[src/rtl/hamming74_pkg.sv]
// Shared types and coding functions for the serial Hamming(7,4) link.
// The downstream decoder's syndrome equations rely on the same bit placement as hamming74_encode.
package hamming74_pkg;

    localparam int DATA_W = 4;
    localparam int CODE_W = 7;

    typedef enum logic [1:0] {
        IDLE  = 2'd0,
        SHIFT = 2'd1,
        GAP   = 2'd2
    } state_e;

    function automatic logic parity3(input logic a, input logic b, input logic c);
        return a ^ b ^ c;
    endfunction

    // Data sits in c0,c1,c2,c4; parity bits sit in c3,c5,c6.
    function automatic logic [CODE_W-1:0] hamming74_encode(input logic [DATA_W-1:0] d);
        logic [CODE_W-1:0] c;
        c[0] = d[0];
        c[1] = d[1];
        c[2] = d[2];
        c[4] = d[3];
        c[3] = parity3(c[2], c[1], c[0]);
        c[5] = parity3(c[4], c[1], c[0]);
        c[6] = parity3(c[4], c[2], c[0]);
        return c;
    endfunction

    // A shift by 7 pushes the mask out of the word, so idx=7 leaves the codeword untouched.
    function automatic logic [CODE_W-1:0] hamming74_inject(input logic [CODE_W-1:0] c,
                                                           input logic              en,
                                                           input logic [2:0]        idx);
        logic [CODE_W-1:0] mask;
        mask = {6'd0, en} << idx;
        return c ^ mask;
    endfunction

endpackage

[src/rtl/hamming74_serial_encoder.sv]
// Serial Hamming(7,4) encoder: nibble handshake in, LSB-first codeword out with a guard gap.
// A one-entry holding buffer lets the next nibble wait while the current frame shifts, so frames go out back-to-back.
module hamming74_serial_encoder
    import hamming74_pkg::*;
#(
    parameter int GAP_CYCLES = 1
) (
    input  logic              clk,
    input  logic              rst,
    input  logic              ena,
    input  logic [DATA_W-1:0] in_data,
    input  logic              in_err_en,
    input  logic [2:0]        in_err_idx,
    input  logic              in_valid,
    output logic              in_ready,
    output logic              ser_out,
    output logic              ser_valid,
    output logic              frame_start,
    output logic              busy
);

    localparam logic       HAS_GAP_C  = (GAP_CYCLES != 32'sd0);
    localparam logic [2:0] GAP_LAST_C = 3'(GAP_CYCLES - 32'sd1);
    localparam logic [2:0] BIT_LAST_C = 3'd6;

    state_e            state_r, state_n_s;
    logic [CODE_W-1:0] shreg_r, shreg_n_s;
    logic [CODE_W-1:0] buf_code_r, buf_code_n_s;
    logic              buf_full_r, buf_full_n_s;
    logic [2:0]        bit_cnt_r, bit_cnt_n_s;
    logic [2:0]        gap_cnt_r, gap_cnt_n_s;
    logic [2:0]        bit_nxt_s;
    logic [CODE_W-1:0] in_code_s, load_code_s;
    logic              accept_s, direct_s, load_s, drain_s;
    logic              ser_out_r, ser_out_n_s;
    logic              ser_valid_r, ser_valid_n_s;
    logic              frame_start_r, frame_start_n_s;
    logic              busy_r, busy_n_s;
    logic              in_ready_r, in_ready_n_s;

    // Decide whether a codeword enters the shifter this edge, and from where.
    always_comb begin
        in_code_s   = hamming74_inject(hamming74_encode(in_data), in_err_en, in_err_idx);
        accept_s    = in_valid & in_ready_r;
        direct_s    = 1'b0;
        load_s      = 1'b0;
        drain_s     = 1'b0;
        load_code_s = buf_code_r;
        case (state_r)
            IDLE: begin
                if (ena && buf_full_r) begin
                    load_s  = 1'b1;
                    drain_s = 1'b1;
                end else if (ena && accept_s) begin
                    load_s      = 1'b1;
                    direct_s    = 1'b1;
                    load_code_s = in_code_s;
                end else begin
                    load_s = 1'b0;
                end
            end
            SHIFT: begin
                if (ena && (bit_cnt_r == BIT_LAST_C) && !HAS_GAP_C && buf_full_r) begin
                    load_s  = 1'b1;
                    drain_s = 1'b1;
                end else begin
                    load_s = 1'b0;
                end
            end
            GAP: begin
                if (ena && (gap_cnt_r == GAP_LAST_C) && buf_full_r) begin
                    load_s  = 1'b1;
                    drain_s = 1'b1;
                end else begin
                    load_s = 1'b0;
                end
            end
            default: begin
                load_s = 1'b0;
            end
        endcase
    end

    // Holding buffer: a write wins over a drain on the same edge, so neither nibble is lost.
    always_comb begin
        buf_full_n_s = buf_full_r;
        buf_code_n_s = buf_code_r;
        if (accept_s && !direct_s) begin
            buf_full_n_s = 1'b1;
            buf_code_n_s = in_code_s;
        end else if (drain_s) begin
            buf_full_n_s = 1'b0;
        end else begin
            buf_full_n_s = buf_full_r;
        end
    end

    // Next state, counters and the values the output registers will present next cycle.
    always_comb begin
        state_n_s       = state_r;
        shreg_n_s       = shreg_r;
        bit_cnt_n_s     = bit_cnt_r;
        gap_cnt_n_s     = gap_cnt_r;
        bit_nxt_s       = bit_cnt_r + 3'd1;
        ser_out_n_s     = 1'b0;
        ser_valid_n_s   = 1'b0;
        frame_start_n_s = 1'b0;
        if (load_s) begin
            state_n_s       = SHIFT;
            shreg_n_s       = load_code_s;
            bit_cnt_n_s     = 3'd0;
            gap_cnt_n_s     = 3'd0;
            ser_out_n_s     = load_code_s[0];
            ser_valid_n_s   = 1'b1;
            frame_start_n_s = 1'b1;
        end else begin
            case (state_r)
                IDLE: begin
                    state_n_s = IDLE;
                end
                SHIFT: begin
                    if (!ena) begin
                        state_n_s = SHIFT;
                    end else if (bit_cnt_r != BIT_LAST_C) begin
                        bit_cnt_n_s   = bit_nxt_s;
                        ser_out_n_s   = shreg_r[bit_nxt_s];
                        ser_valid_n_s = 1'b1;
                    end else if (HAS_GAP_C) begin
                        state_n_s   = GAP;
                        gap_cnt_n_s = 3'd0;
                    end else begin
                        state_n_s = IDLE;
                    end
                end
                GAP: begin
                    if (!ena) begin
                        state_n_s = GAP;
                    end else if (gap_cnt_r == GAP_LAST_C) begin
                        state_n_s = IDLE;
                    end else begin
                        gap_cnt_n_s = gap_cnt_r + 3'd1;
                    end
                end
                default: begin
                    state_n_s = IDLE;
                end
            endcase
        end
        busy_n_s     = (state_n_s != IDLE) | buf_full_n_s;
        in_ready_n_s = ~buf_full_n_s;
    end

    // State, datapath and output registers with synchronous reset.
    always_ff @(posedge clk) begin
        if (rst) begin
            state_r       <= IDLE;
            shreg_r       <= 7'd0;
            buf_code_r    <= 7'd0;
            buf_full_r    <= 1'b0;
            bit_cnt_r     <= 3'd0;
            gap_cnt_r     <= 3'd0;
            ser_out_r     <= 1'b0;
            ser_valid_r   <= 1'b0;
            frame_start_r <= 1'b0;
            busy_r        <= 1'b0;
            in_ready_r    <= 1'b1;
        end else begin
            state_r       <= state_n_s;
            shreg_r       <= shreg_n_s;
            buf_code_r    <= buf_code_n_s;
            buf_full_r    <= buf_full_n_s;
            bit_cnt_r     <= bit_cnt_n_s;
            gap_cnt_r     <= gap_cnt_n_s;
            ser_out_r     <= ser_out_n_s;
            ser_valid_r   <= ser_valid_n_s;
            frame_start_r <= frame_start_n_s;
            busy_r        <= busy_n_s;
            in_ready_r    <= in_ready_n_s;
        end
    end

    assign in_ready    = in_ready_r;
    assign ser_out     = ser_out_r;
    assign ser_valid   = ser_valid_r;
    assign frame_start = frame_start_r;
    assign busy        = busy_r;

endmodule

[config.mk]
export PLATFORM = sky130hd
export DESIGN_NAME = hamming74_serial_encoder
export DESIGN_NICKNAME = d
export VERILOG_FILES = /design/src/rtl/hamming74_pkg.sv /design/src/rtl/hamming74_serial_encoder.sv
export SDC_FILE = /design/constraint.sdc
export NUM_CORES = 1
export LEC_CHECK = 0
export CAP_MARGIN = 10
export CORE_ASPECT_RATIO = 0.8
export CORE_MARGIN = 2
export CORE_UTILIZATION = 25
export CTS_CLUSTER_DIAMETER = 30
export DETAILED_ROUTE_END_ITERATION = 7
export PLACE_DENSITY_LB_ADDON = 0.1
export SLEW_MARGIN = 20
export SYNTH_ARGS = -nofsm -noshare
export SYNTH_HDL_FRONTEND = slang
export SYNTH_SLANG_ARGS = --single-unit
[constraint.sdc]
create_clock -name clk -period 1.7 [get_ports clk]
set_clock_uncertainty 0.15 [all_clocks]
set_input_delay 0.34 -clock clk [delete_from_list [all_inputs] [get_ports clk]]
set_output_delay 0.34 -clock clk [all_outputs]
set_load 0.02 [all_outputs]
==> reports/summary.txt, run 1 <==
Maximum net fanout on the critical path = 4
Worst hold path type = reg -> reg
Share of cells above drive strength 1 = 43.3%
Post-route DRC = 0
Endpoints failing setup = 7
Reg2reg path depth = 7
Cell at the slowest stage of the critical path = dfxtp_2
FF-to-FF Start = state_r[0]
Largest family of logic cells by synthesized area = simple AND/OR/NAND/NOR gates
Mux share of post-synthesis cell area = 2.85%
Reg2reg end = busy
CP Cell Sequence = inv_2 -> ha_4 -> and3b_2 -> o211ai_2 -> or2_4 -> o21ai_2 -> or3_1
Combinational fraction of design power = 23.9%
# nets final = 253
Largest net degree at the start of global routing = 17
Detailed placer's ending HPWL = 3060 µm
Syn_nets = 194
Post-Syn Instances = 175
Failing checks = negative setup slack
RSZ-0062 raised after global routing = yes
Final worst slack = -108 ps
Area delta synth->final = 61.2%
Max_cap viols = 0
CTS Hold Bufs = 0
Initial DRC Count = 53
Starting density of the core = 25.5%
Simple-gate area share of the yosys netlist = 22.4%
Overall Global Routing Usage = 12.5%
Seq pwr share = 43.9%
Critical Path End = busy
Vias in the first global route = 1415
CP Launch Point = state_r[0]
Vias post-DR = 1444
Maximum vdd drop = 361 µV
Critical Path End Type = flip-flop
Reg-to-reg slack, setup = -110 ps
Die Height = 73.1 µm
Req. time, crit path = 1720 ps
FF+latch count, synth = 28
Final period util = 106%
Count of cell types in the netlist = 41
Worst Path Arrival = 1830 ps
Post-synthesis xor/xnor area fraction = 8.81%
Final Cell Area = 0.00240 mm²
First-pass GRT wire length = 6680 µm
Core Area = 0.00585 mm²
Commonest cells post-synth = 28 x dfxtp_1, 25 x nor2_1, 15 x nand2_1
Wire length per cell = 13.1 µm
Post-synthesis adder-cell area fraction = 5.87%
Post-synth top area share = 37.6%
Power density over cell area = 678 mW/mm²
TritonCTS clock tree = built
GRT overflow = 0
Mapped cell area = 0.00149 mm²
Status = complete, but fails checks
Diode count = 0
Most common cell in the netlist = dfxtp_1
GP Congestion = 0.790
Crit-path max cell delay = 350 ps
H-tree depth = 1
Clock Tree Buf Depth = 2
LEAKAGE = 1.00 nW
Warnings, synthesis = 0
Die W = 90.4 µm
DRT antenna net count = 0
Num rows = 25
Final min period = 1810 ps
WHS Path Cells = 2
Later-pin clock latency in the skew report = 270 ps
Post-synth top area cell = dfxtp_1
Count of flip-flops with a built-in enable after synthesis = 0
Top cells by area, synth = dfxtp_1 38%, xnor2_1 6.5%, nor2_1 6.3%, ha_1 5.9%, o21ai_0 4.0%
I/O Pins = 17
Hold Violations, Final = 0
Clock Pin Slew Worst Setup and Hold Paths = 100 ps
DP Cell Count = 306
Net Sw Power = 0.000427 W
Fraction of power consumed by the clock network = 32.2%
Fmax achieved = 0.553 GHz
Worst Tran Pin Value = 408 ps
Seq/Total Area, Yosys = 37.6%
CTS Root Cell = clkbuf_8
FFs w/ async S/R, synth = 0%
Synth Flop Type = dfxtp_1
Final Max Slew Viols = 0
Fin Setup TNS = -324 ps
Internal power = 0.00120 W
Detailed Route WL = 4100 µm
PortBufs = 16
Initial antenna violation count = 0
First drt pass iteration count = 4
Fin cells = 314
Avg Cell Area, Syn = 8.52 µm²
Sw Share = 26.2%
Slew margin rel. = 72.8%
Min-Delay Startpoint = shreg_r[2]
Num CTS Buffers = 3
Routed vias/inst = 4.60
Crit path launch type = flip-flop
Placed Area = 0.00204 mm²
Die area = 0.00660 mm²
Critical path class = reg -> reg
Clk sinks = 28
Synth Area in Compound Gates = 19.0%
## stage by stage
| stage | util [%] | hold slack, ps | setup slack [ps] | total power (W) |
|---|---|---|---|---|
| after global routing | 41.1 | 341 | -182 | 0.00172 |
| final | 41.1 | 309 | -108 | 0.00163 |
| after global placement | 34.9 | 287 | -389 | 0.00104 |
| after floorplan | - | 269 | -53.3 | 0.000890 |
| after detailed placement | 34.9 | 298 | -369 | 0.00104 |
| after CTS | 38.2 | 325 | -113 | 0.00160 |
## cell usage in the layout, fill, tap and decap left out, types with 6 or more instances in the layout
cell type        count
a21oi_1              8
buf_4               38
clkdlybuf4s50_1      6
dfxtp_1             23
dlygate4sd2_1        6
nand2_1             12
nor2_1              19
nor2_2               6
o21ai_0              8
o21ai_1              6
xnor2_1              7
## registers in the layout, summed over array words and instances, names as in the netlist, 2 cells and up
name,cells
bit_cnt_r,3
state_r,2
gap_cnt_r,3
shreg_r,7
buf_code_r,7
## power groups by stage
stage / Clock (W) / Combinational (W) / Sequential [W]
floorplan: 0 / 0.000157 / 0.000734
global placement: 0 / 0.000314 / 0.000728
detailed placement: 0 / 0.000316 / 0.000727
CTS: 0.000539 / 0.000346 / 0.000713
global route: 0.000575 / 0.000424 / 0.000721
finish: 0.000525 / 0.000390 / 0.000715
## worst max-delay path: cells and delay by family (launching register included)
kind	cells	cell delay, ps
simple gates	3	760
flops	1	350
compound gates	2	230
fa+ha+maj	1	160
buf+inv	1	60
## logic make-up after synthesis
group           count (synthesis)
buf+inv                        13
mux                             3
simple gates                   66
fa+ha+maj                       7
xor+xnor                       15
flops                          28
compound gates                 43
## layout make-up
type,count,area (µm²)
Tap cell,81,101
Multi-Input combinational cell,135,1150
Clock buffer,3,41.3
Inverter,9,33.8
Clock inverter,1,30.0
Fill cell,598,3450
Timing Repair Buffer,57,482
Sequential cell,28,567
## worst min path at each step
stage                 endpoint  slack (ps)
floorplan           buf_full_r         270
global placement    shreg_r[0]         290
detailed placement  shreg_r[2]         300
CTS                 shreg_r[6]         330
global route        shreg_r[1]         340
finish              shreg_r[2]         310
## metal layers
metal	track usage (%)	part of all wire, %	vias to the layer above	routed length, µm
li1	-	-	727	-
met2	19.9	46	32	1880
met4	2.74	0.80	0	33
met5	0	0	-	0
met3	2.69	4.5	2	185
met1	17.5	49	683	2000
## repair_timing
action	in CTS	in global routing
gates cloned	0	2
buffers inserted	3	0
gates resized for setup	33	41
pin swaps	11	15
setup endpoints to repair	25	27
(Power assumes the default switching activity.)
==> inputs of run 2 (changes only) <==
--- a/config.mk
+++ b/config.mk
@@ -5,7 +5,6 @@
 export SDC_FILE = /design/constraint.sdc
 export NUM_CORES = 1
 export LEC_CHECK = 0
-export CAP_MARGIN = 10
 export CORE_ASPECT_RATIO = 0.8
 export CORE_MARGIN = 2
 export CORE_UTILIZATION = 25
==> results of run 2 <==
No change in the layout: final DEF, timing and power equal those of run 1.
